<file path="src/rtl/ram16x8_arbiter.sv">
// Two-port round-robin arbiter and strobe sequencer for the 16x8 RAM.
// Define RAM_ARB_FIXED_PRIO_EN to make port A win every tie.
module ram16x8_arbiter #(
  parameter int ADDR_W = 4,
  parameter int DATA_W = 8
) (
  input  logic              clk,
  input  logic              rst_n,
  input  logic              req_a,
  input  logic              req_b,
  input  logic              we_a,
  input  logic              we_b,
  input  logic [ADDR_W-1:0] addr_a,
  input  logic [ADDR_W-1:0] addr_b,
  input  logic [DATA_W-1:0] wdata_a,
  input  logic [DATA_W-1:0] wdata_b,
  output logic              gnt_a,
  output logic              gnt_b,
  output logic              rvalid_a,
  output logic              rvalid_b,
  output logic [DATA_W-1:0] rdata_a,
  output logic [DATA_W-1:0] rdata_b,
  output logic              ram_ce,
  output logic              ram_rd_en,
  output logic              ram_wr_en,
  output logic [ADDR_W-1:0] ram_addr,
  output logic [DATA_W-1:0] ram_data_in,
  input  logic [DATA_W-1:0] ram_data_out,
  input  logic              ram_valid,
  output logic              busy
);

  typedef enum logic [1:0] {
    IDLE,
    WR,
    RD1,
    RD2
  } state_t;

  state_t              r_state;
  logic                r_last_b;
  logic                r_win_b;
  logic                w_any;
  logic                w_win_b;
  logic                w_we;
  logic [ADDR_W-1:0]   w_addr;
  logic [DATA_W-1:0]   w_wdata;

  assign w_any   = req_a | req_b;
  assign w_we    = w_win_b ? we_b : we_a;
  assign w_addr  = w_win_b ? addr_b : addr_a;
  assign w_wdata = w_win_b ? wdata_b : wdata_a;
  assign busy    = (r_state != IDLE);

  // Tie goes to the port that was not granted last.
  always_comb begin
    w_win_b = 1'b0;
    unique case (1'b1)
      (req_a && !req_b): w_win_b = 1'b0;
      (!req_a && req_b): w_win_b = 1'b1;
      default: begin
`ifdef RAM_ARB_FIXED_PRIO_EN
        w_win_b = 1'b0;
`else
        w_win_b = ~r_last_b;
`endif
      end
    endcase
  end

  always_ff @(posedge clk or negedge rst_n) begin
    if (!rst_n) begin
      r_state     <= IDLE;
      r_last_b    <= 1'b1;
      r_win_b     <= 1'b0;
      gnt_a       <= 1'b0;
      gnt_b       <= 1'b0;
      rvalid_a    <= 1'b0;
      rvalid_b    <= 1'b0;
      rdata_a     <= '0;
      rdata_b     <= '0;
      ram_ce      <= 1'b0;
      ram_rd_en   <= 1'b0;
      ram_wr_en   <= 1'b0;
      ram_addr    <= '0;
      ram_data_in <= '0;
    end else begin
      gnt_a    <= 1'b0;
      gnt_b    <= 1'b0;
      rvalid_a <= 1'b0;
      rvalid_b <= 1'b0;
      case (r_state)
        IDLE: begin
          if (w_any) begin
            r_state     <= w_we ? WR : RD1;
            r_win_b     <= w_win_b;
            r_last_b    <= w_win_b;
            gnt_a       <= ~w_win_b;
            gnt_b       <= w_win_b;
            ram_ce      <= 1'b1;
            ram_wr_en   <= w_we;
            ram_rd_en   <= ~w_we;
            ram_addr    <= w_addr;
            ram_data_in <= w_wdata;
          end
        end
        WR: begin
          r_state   <= IDLE;
          ram_ce    <= 1'b0;
          ram_wr_en <= 1'b0;
        end
        RD1: begin
          r_state <= RD2;
        end
        RD2: begin
          r_state   <= IDLE;
          ram_ce    <= 1'b0;
          ram_rd_en <= 1'b0;
          if (ram_valid) begin
            if (r_win_b) begin
              rdata_b  <= ram_data_out;
              rvalid_b <= 1'b1;
            end else begin
              rdata_a  <= ram_data_out;
              rvalid_a <= 1'b1;
            end
          end
        end
        default: r_state <= IDLE;
      endcase
    end
  end

endmodule

</file>
<file path="config.mk">
export PLATFORM = sky130hd
export DESIGN_NAME = ram16x8_arbiter
export DESIGN_NICKNAME = d
export VERILOG_FILES = /design/src/rtl/ram16x8_arbiter.sv
export SDC_FILE = /design/constraint.sdc
export NUM_CORES = 1
export LEC_CHECK = 0
export BUFFER_PORTS_ARGS = -buffer_cell sky130_fd_sc_hd__buf_4
export CAP_MARGIN = 20
export CORE_MARGIN = 1.5
export CORE_UTILIZATION = 47
export DETAILED_ROUTE_END_ITERATION = 12
export GPL_ROUTABILITY_DRIVEN = 0
export MAX_ROUTING_LAYER = met4
export PLACE_DENSITY = 0.77
export SLEW_MARGIN = 20
export SYNTH_ARGS = -nofsm -noshare
export SYNTH_HDL_FRONTEND = slang
export SYNTH_SLANG_ARGS = --single-unit
export TNS_END_PERCENT = 50
</file>
<file path="constraint.sdc">
create_clock -name clk -period 1.65 [get_ports clk]
set_input_delay 0.0825 -clock clk [delete_from_list [all_inputs] [get_ports clk]]
set_output_delay 0.0825 -clock clk [all_outputs]
set_load 0.02 [all_outputs]
</file>
==> impl_results.md <==
- Via count: approximately 1400
- Hold WS: 3.81 ps
- # DRC: 0
- CP Cell Sequence: nand2b_2, o21ai_4, mux2_4, a221oi_1
- First-pass GRT wire length: 6430 µm
- Die X: 63.8 µm
- Async set-or-reset flop fraction in the synthesized netlist: between 90% and 100%
- Total grt overflow: 0
- # IOs: 75
- Setup TNS: 0 ps
- Clock tree sinks: 39
- Worst min-delay path endpoint: rdata_b[4]
- Primary FF master, synth: dfrtp_1
- Minimum clock period: 1430 ps
- Initial DRT Pass Iterations: 4
- Top cell type's share of synthesized area: 54.7%
- Sequential share of the synthesized area: 56.2%
- Leading cell type in the layout, fill and taps excluded: buf_4
- Routed len/inst: 12.9 µm
- Post-route cell area: roughly 2500 µm²
- Clock Skew: 3.03 ps
- Initial drt markers: 120
- Worst EP required: 1830 ps
- DRT Wirelength: 3790 µm
- Pleak: 1.36 nW
- Max-slew violation count: 0
- Commonest non-fill, non-tap cells in the layout: 76 x buf_4, 61 x nand2_1, 38 x dfrtp_1
- Endpoints failing setup: 0
- Core ar.: 3440 µm²
- Initial antenna violation count: 0
- Layout cells sized above 1: 40.2%
- Status: finished clean
- Critical Path Source Type: register
- Worst path max stage delay: 540 ps
- Root cell of the clock tree: clkbuf_8
- Final HPWL DP: 2790 µm
- Die area: 4070 µm²
- Worst Path Class, Setup: register to register
- Vias in the first global route: around 1400
- Hold Path Cell Cnt: 3
- Final hold violation count: 0
- Ant. Diodes: 0
- Critical path data arrival time: 1610 ps
- Slowest CP cell: dfstp_2
- Mapped Area: ~1700 µm²
- FMAX: between 700 and 800 MHz
- Warnings from Yosys: 0
- Buffers & Inverters on Critical Path: 0
- Worst Tran Pin Value: 466 ps
- Crit path max-delay family: flip-flops
- Worst R2R Setup Slack: 220 ps
- CTS clock-pin slew for the worst setup and hold paths: 70 ps
- Maxcap violations: 0
- Postcts setup bufs: 0
- Max H-tree Level: 2
- Die height: 63.8 µm
- Fill cells: 284
- TritonCTS clock tree: done
- Post-synth EDFFs: 0
- FF-to-FF path depth: 4
- Post-synthesis register bit count: 39
- Post-CTS sizing: 0
- Slew margin rel.: 69.0%
- # port buffers: 74
- Skew-Pair Late Insertion Delay: 290 ps
- Largest net degree at the start of global routing: 40
- Worst r2r src: r_last_b
- Final period utilization: 86.4%
- Worst r2r dst: ram_rd_en
- Cell Area, Placed: approximately 2300 µm²
- Post-synth cell types: 31
- Crit end category: register
- Mapped Cells: around 160
- Total CTS buffers: 5
- Net Count, Synth: 205
- Num rows: 21
- Syn Area/Cell: 10.7 µm²
- Class of the worst hold path: input pin to register
- CP max FO: 3
- GRT Resource Usage Total: 21.4%
- Routed Antenna Nets: 0
- RSZ-0062 raised after global routing: no
- Synth area leader: dfrtp_1
- Layout area overhead: 43.6%
- Power Total: 0.00454 W
- Final nets: ~290
- Routed vias/inst: between 4 and 5
- Hold path startpoint: ram_data_out[4]
- Top cells by area, synth: dfrtp_1 55%, nand2_1 13%, mux2i_1 7.5%, o21ai_2 4.0%, ha_1 2.9%
- Pwr Density: 1820 nW/µm²
- Max Root-Sink Buffers: 2
- Peak VDD IR: 1.05 mV
- Initial Util: 50.5%
what timing repair did:
| item | 4_1_cts | 5_1_grt |
|---|---|---|
| endpoints found under the hold margin | 50 | 0 |
| hold buffers | 7 | 0 |
| setup endpoints to repair | 0 | 0 |
layer usage:
metal	GRT usage, %	up-vias	share of wire, %
met3	5.46	7	6.2
met5	-	-	0
li1	-	707	-
met1	26.5	660	41
met4	7.07	0	1.7
met2	34.2	58	51
registers in the layout (all words and copies together), names as in the netlist, 2 cells and up:
name and cells:
ram_data_in 8, ram_addr 4, rdata_a 8, rdata_b 8
r_state 2
worst max path at each step:
stage                end  slack (ps)      from  cells after the start
3_3_place_gp   ram_rd_en         120     req_a                      7
3_5_place_dp   ram_rd_en          30     req_a                      7
5_1_grt        ram_rd_en         170  r_last_b                      4
6_report       ram_rd_en         220  r_last_b                      4
2_1_floorplan  ram_rd_en         210     req_a                      6
4_1_cts        ram_rd_en         220  r_last_b                      4
synth_stat cells (all sizes together), types with 2 or more instances:
| cell type | number |
|---|---|
| a21o | 3 |
| buf | 6 |
| clkinv | 2 |
| dfrtp | 38 |
| ha | 4 |
| inv | 4 |
| mux2i | 13 |
| nand2 | 61 |
| nand2b | 2 |
| nor2 | 2 |
| o21ai | 13 |
| o31ai | 2 |
cell type report:
| cell class | count | area (µm²) | share of cell area, % |
|---|---|---|---|
| flip-flops and latches | 39 | 977 | 39.1 |
| clock inverters | 1 | 5.00 | 0.201 |
| multi-input cells | 111 | 677 | 27.1 |
| clock buffers | 7 | 76.3 | 3.06 |
| repair buffers | 85 | 681 | 27.3 |
| well taps | 46 | 57.6 | 2.31 |
| inverters | 6 | 22.5 | 0.902 |
stage by stage:
step / setup WS, ps / cells / utilization [%]
2_1_floorplan: 211 / 162 / -
3_3_place_gp: 122 / 280 / 68.1
3_5_place_dp: 26.0 / 280 / 68.1
4_1_cts: 219 / 295 / 72.5
5_1_grt: 167 / 295 / 72.5
6_report: 224 / 295 / 72.5
power breakdown:
| part | internal, W | switching [W] | total (W) | leakage, nW |
|---|---|---|---|---|
| Combinational | 0.00100 | 0.00123 | 0.00224 | 0.831 |
| Clock | 0.000296 | 0.000307 | 0.000603 | 0.0422 |
| Sequential | 0.00141 | 0.000291 | 0.00170 | 0.487 |
tightest hold or removal path, cell delays in order:
cell	delay [ps]
buf_4	80
nand2_1	40
nand2_1	50
logic make-up (layout without fill, tap and decap cells):
family / after synthesis / in the layout / share of synthesized area (%)
and+or+nand+nor: 71 / 71 / 17.9
DFF: 39 / 39 / 56.2
AOI/OAI and AO/OA: 22 / 22 / 9.86
muxes: 14 / 14 / 8.35
buffers and inverters: 12 / 99 / 4.82
adders and majority gates: 4 / 4 / 2.88
(Power assumes the default switching activity.)
